## config.mk

```make
export PLATFORM = sky130hd
export DESIGN_NAME = scan_mux_n
export DESIGN_NICKNAME = d
export VERILOG_FILES = /design/src/rtl/scan_mux_pkg.sv /design/src/rtl/mux2.sv /design/src/rtl/mux_tree_n.sv /design/src/rtl/scan_mux_n.sv
export SDC_FILE = /design/constraint.sdc
export NUM_CORES = 1
export LEC_CHECK = 0
export ABC_AREA = 1
export BUFFER_PORTS_ARGS = -buffer_cell sky130_fd_sc_hd__buf_2
export CAP_MARGIN = 20
export CORE_MARGIN = 3
export CORE_UTILIZATION = 36
export CTS_CLUSTER_SIZE = 14
export DETAILED_ROUTE_END_ITERATION = 6
export PLACE_DENSITY = 0.69
export SYNTH_ARGS = -nofsm -noshare
export SYNTH_HDL_FRONTEND = slang
export SYNTH_SLANG_ARGS = --single-unit
```

## constraint.sdc

```tcl
create_clock -name clk -period 1.8 [get_ports clk]
set_input_delay 0.27 -clock clk [delete_from_list [all_inputs] [get_ports clk]]
set_output_delay 0.27 -clock clk [all_outputs]
set_load 0.02 [all_outputs]
```

## src/rtl/scan_mux_pkg.sv

```systemverilog
// rtl/scan_mux_pkg.sv - mode encodings and scanner next-select helper for scan_mux_n
package scan_mux_pkg;

  localparam logic [1:0] MODE_MANUAL  = 2'b00;
  localparam logic [1:0] MODE_SCAN_UP = 2'b01;
  localparam logic [1:0] MODE_SCAN_DN = 2'b10;
  localparam logic [1:0] MODE_HOLD    = 2'b11;

  // wrap sits in the LSB so callers can size-cast the result down to SEL_W+1 bits
  typedef struct packed {
    logic [7:0] sel;
    logic       wrap;
  } sel_step_t;

  function automatic sel_step_t next_sel(input logic [7:0] sel,
                                         input logic [7:0] last,
                                         input logic       down);
    sel_step_t r;
    r.wrap = 1'b0;
    if (down) begin
      if (sel == 8'd0) begin
        r.sel  = last;
        r.wrap = 1'b1;
      end else begin
        r.sel = sel - 8'd1;
      end
    end else begin
      if (sel == last) begin
        r.sel  = 8'd0;
        r.wrap = 1'b1;
      end else begin
        r.sel = sel + 8'd1;
      end
    end
    return r;
  endfunction

endpackage

```

## src/rtl/mux2.sv

```systemverilog
// rtl/mux2.sv - WIDTH-bit 2:1 mux cell
module mux2 #(
  parameter int WIDTH = 1
) (
  input  logic [WIDTH-1:0] d0_i,
  input  logic [WIDTH-1:0] d1_i,
  input  logic             s_i,
  output logic [WIDTH-1:0] y_o
);

  assign y_o = s_i ? d1_i : d0_i;

endmodule

```

## src/rtl/mux_tree_n.sv

```systemverilog
// rtl/mux_tree_n.sv - balanced combinational tree of mux2 cells, sel LSB at the leaves
module mux_tree_n #(
  parameter int WIDTH    = 1,
  parameter int CHANNELS = 8,
  parameter int SEL_W    = $clog2(CHANNELS)
) (
  input  logic [CHANNELS*WIDTH-1:0] din_i,
  input  logic [SEL_W-1:0]          sel_i,
  output logic [WIDTH-1:0]          dout_o
);

  localparam int LEAVES = 1 << SEL_W;

  // Heap layout: node 1 is the root, nodes LEAVES.. are the channel leaves.
  logic [WIDTH-1:0] node [1:2*LEAVES-1];

  genvar g;
  for (g = 0; g < LEAVES; g++) begin : g_leaf
    if (g < CHANNELS) begin : g_real
      assign node[LEAVES+g] = din_i[g*WIDTH +: WIDTH];
    end else begin : g_pad
      assign node[LEAVES+g] = '0;
    end
  end

  for (g = 1; g < LEAVES; g++) begin : g_stage
    mux2 #(.WIDTH(WIDTH)) u_mux2 (
      .d0_i (node[2*g]),
      .d1_i (node[2*g+1]),
      .s_i  (sel_i[SEL_W-$clog2(g+1)]),
      .y_o  (node[g])
    );
  end

  assign dout_o = node[1];

endmodule

```

## src/rtl/scan_mux_n.sv

```systemverilog
// rtl/scan_mux_n.sv - N-channel registered mux with manual load and prescaled up/down scanner
module scan_mux_n #(
  parameter int WIDTH    = 1,
  parameter int CHANNELS = 8,
  parameter int SEL_W    = $clog2(CHANNELS),
  parameter int DIV_W    = 8
) (
  input  logic                      clk,
  input  logic                      rst,
  input  logic [CHANNELS*WIDTH-1:0] din,
  input  logic [1:0]                mode,
  input  logic [SEL_W-1:0]          sel_in,
  input  logic                      sel_load,
  input  logic [DIV_W-1:0]          div,
  output logic [WIDTH-1:0]          dout,
  output logic [SEL_W-1:0]          cur_sel,
  output logic                      wrap,
  output logic                      sel_err
);
  import scan_mux_pkg::*;

  localparam logic [SEL_W:0] CH_L  = (SEL_W+1)'(CHANNELS);
  localparam logic [7:0]     LAST8 = 8'(CHANNELS - 1);

  logic [SEL_W-1:0] sel_q, sel_d;
  logic [DIV_W-1:0] pre_q, pre_d;
  logic [1:0]       mode_q;
  logic [WIDTH-1:0] dout_q, dout_d, tree_out;
  logic             wrap_q, wrap_d;
  logic             err_q, err_d;

  logic             hold, mode_chg, load_ok, load_valid, adv;
  logic [SEL_W-1:0] step_sel;
  logic             step_wrap;

  mux_tree_n #(.WIDTH(WIDTH), .CHANNELS(CHANNELS), .SEL_W(SEL_W)) u_tree (
    .din_i  (din),
    .sel_i  (sel_q),
    .dout_o (tree_out)
  );

  always_comb begin
    hold       = (mode == MODE_HOLD);
    mode_chg   = (mode != mode_q);
    load_ok    = sel_load && !hold;
    load_valid = load_ok && ({1'b0, sel_in} < CH_L);
    // a honoured load pre-empts the scanner, even when the value is rejected
    adv        = ((mode == MODE_SCAN_UP) || (mode == MODE_SCAN_DN)) && !mode_chg &&
                 !load_ok && (pre_q == div);
    {step_sel, step_wrap} = (SEL_W+1)'(next_sel(8'(sel_q), LAST8, mode == MODE_SCAN_DN));

    sel_d  = sel_q;
    wrap_d = 1'b0;
    if (load_valid) begin
      sel_d = sel_in;
    end else if (adv) begin
      sel_d  = step_sel;
      wrap_d = step_wrap;
    end

    if (mode_chg || load_valid || (mode == MODE_MANUAL)) begin
      pre_d = '0;
    end else if (hold) begin
      pre_d = pre_q;
    end else if (pre_q == div) begin
      pre_d = '0;
    end else begin
      pre_d = pre_q + DIV_W'(1);
    end

    err_d  = err_q | (load_ok && !load_valid);
    dout_d = hold ? dout_q : tree_out;
  end

  always_ff @(posedge clk) begin
    if (rst) begin
      sel_q  <= '0;
      pre_q  <= '0;
      mode_q <= MODE_MANUAL;
      dout_q <= '0;
      wrap_q <= 1'b0;
      err_q  <= 1'b0;
    end else begin
      sel_q  <= sel_d;
      pre_q  <= pre_d;
      mode_q <= mode;
      dout_q <= dout_d;
      wrap_q <= wrap_d;
      err_q  <= err_d;
    end
  end

  assign dout    = dout_q;
  assign cur_sel = sel_q;
  assign wrap    = wrap_q;
  assign sel_err = err_q;

endmodule
```

==> results.tsv <==
stage	metric	value	unit
synth	synth_fp_nets	188	
timing	fin_setup_tns	0	ns
cts	cts_hold_buf	0	
grt	grt_pass1_vias	721	
finish	syn_to_final_growth	17.20	%
timing	setup_ws	0.4179	ns
worst_setup_path	r2r_cells	8	
floorplanning	core-area	2781	µm²
synth	seq_area_frac_synth	0.2827	
worst_hold_path	whs_endpoint	mode_q[0]	
synth	synth_cell_types	24	
floorplanning	start_util	0.3819	
floorplanning	die_y	60.32	µm
timing	fmax	723.6	MHz
synth	netlist_instances	156	
drt	vias	969	
worst_setup_path	worstPathMaxFanout	6	
run_status	status	finished clean	
drt	dr.pass1.iters	4	
cts	cts_resized	0	
synth	yosysWarnings	0	
worst_hold_path	worstHoldPathCells	2	
floorplanning	pin_count	30	
worst_setup_path	worstSetupPathType	reg -> reg	
floorplanning	die_x	60.32	µm
drt	route.detailed.wl_per_inst	8.995	µm
drt	ant_nets	0	
grt	grt_pass1_wl	3056	µm
power_and_ir_drop	powerDensity	575.5	nW/µm²
worst_setup_path	critPathArrivalTime	1.60	ns
run	timing.max_cap.violations	0	
synth	synthesis.area	1062	µm²
cts	cts_tree	done	
worst_setup_path	cp.required	2.02	ns
drt	drc	0	
finish	num-nets-final	218	
grt	antenna_found_initial	0	
cts	h-tree-depth	1	
grt	grt_max_degree	10	
grt	grt_overflow	0	
worst_setup_path	critPathCaptureType	flop	
power_and_ir_drop	p_leak	0.6095	nW
drt	via_per_inst	4.486	
grt	grt_use_total	0.1088	
cts	clock_insertion_delay_worst_skew	0.28	ns
synth	ys_seq_elements	15	
timing	hold_slack	0.2202	ns
finish	final_util	0.4476	
place	io_buffers	28	
finish	layout_commonest_cell	nand2_1	
finish	drive_gt1_frac	0.2270	
cts	cts_root_buf	clkbuf_4	
cts	clockBufferDepth	2	
worst_setup_path	reg2reg_to	cur_sel[2]	
worst_hold_path	hp-start	rst	
place	gp_congestion	0.7490	
place	place_hpwl	1633	µm
timing	hold_violations	0	
finish	fill_cells	300	
timing	fin_crit	1.382	ns
timing	finalSetupViolCount	0	
floorplanning	die_area	3639	µm²
place	post-place-ws	0.2122	ns
power_and_ir_drop	ir_drop	0.5943	mV
timing	drv_slew	0	
timing	rsz0062_at_grt	false	
cts	postCtsSetupRepairBufs	0	
floorplanning	std_cell_rows	19	
worst_setup_path	r2r-start	cur_sel[1]	
finish	layout_common_cells	nand2_1, buf_2, nor2_1	
synth	synth.avg_cell_area	6.809	µm²
drt	wirelength	1943	µm
cts	clk_pin_slew_worst_paths	0.09	ns
timing	clock_skew	0.004130	ns
cts	cts_buffers	3	
worst_setup_path	startpoint_type	flop	
drt	drt_iter0_drc	15	
worst_hold_path	min_path_type	in -> reg	
timing	post-route-period-util	0.7678	
finish	n_antenna_cell	0	
worst_setup_path	rrSetupSlack	0.42	ns
cts	cts_sinks	15	
-- worst max-delay path, stage by stage (launching register included) --
cell and delay (ns):
dfxtp_1 0.43, inv_1 0.11, ha_1 0.20, nor2_1 0.10
nor2_1 0.04, and2_0 0.11, o21ai_0 0.15, a21oi_1 0.06
nor2_1 0.12
-- where the power goes --
part / switching, mW / internal [mW]
clock network: 0.101 / 0.0859
registers: 0.0111 / 0.344
logic: 0.100 / 0.0743
-- cell type report --
cell class / instances / area (µm²) / share of cell area
Clock buffer: 4 / 26.28 / 0.02111
Inverter: 21 / 78.83 / 0.06332
Multi-Input combinational cell: 116 / 653.1 / 0.5246
Sequential cell: 15 / 300.3 / 0.2412
Tap cell: 31 / 38.79 / 0.03116
Timing Repair Buffer: 29 / 147.6 / 0.1186
-- flip-flops by register name, summed over array words and instances, names as in the netlist --
signal / flops
dout: 1
wrap: 1
cur_sel: 3
pre_q: 8
mode_q: 2
-- synthesized netlist by cell type (all sizes together) --
cell type,number,share of area
nand2,40,0.15
nor2,25,0.088
inv,21,0.074
dfxtp,15,0.28
nand3,9,0.052
o21ai,9,0.042
ha,8,0.094
a21oi,5,0.024
xnor2,5,0.041
buf,4,0.028
xor2,4,0.033
nor3,2,0.014
nor3b,2,0.024
o22ai,2,0.012
a211oi,1,0.0071
and2,1,0.0059
conb,1,0.0035
mux2i,1,0.0094
nor4,1,0.012
-- worst max path at each step --
| stage | slack, ns | start | depth (start not counted) | endpoint |
|---|---|---|---|---|
| after global placement | 0.22 | mode[1] | 11 | cur_sel[0] |
| after floorplan | 0.45 | cur_sel[0] | 7 | cur_sel[1] |
| final | 0.42 | cur_sel[1] | 8 | cur_sel[2] |
| after global routing | 0.29 | pre_q[0] | 7 | pre_q[7] |
| after detailed placement | 0.21 | mode[1] | 11 | cur_sel[0] |
| after CTS | 0.40 | cur_sel[1] | 8 | cur_sel[2] |
-- per-stage QoR --
stage                     std cells  power [mW]  area, µm²
after global routing            216      0.7714       1245
final                           216      0.7165       1245
after floorplan                 156      0.4867       1062
after detailed placement        212      0.5375       1219
after CTS                       216      0.7270       1245
after global placement          212      0.5374       1219
-- layer usage --
metal | track usage | vias up | routed length (µm) | share of wire
li1 | - | 540 | - | -
met1 | 0.1693 | 412 | 1035 | 0.53
met2 | 0.1466 | 15 | 823 | 0.42
met3 | 0.03240 | 2 | 72 | 0.037
met4 | 0.01899 | 0 | 10 | 0.0051
met5 | 0 | - | 0 | 0
-- logic make-up after synthesis --
family / share of synthesized area
adders and majority gates: 0.09423
buffers and inverters: 0.1025
DFF: 0.2827
other: 0.003530
xor gates and xnor gates: 0.07420
and+or+nand+nor: 0.3486
muxes: 0.009423
AOI/OAI and AO/OA: 0.08480
No activity file was read; power rests on OpenSTA's default activity.
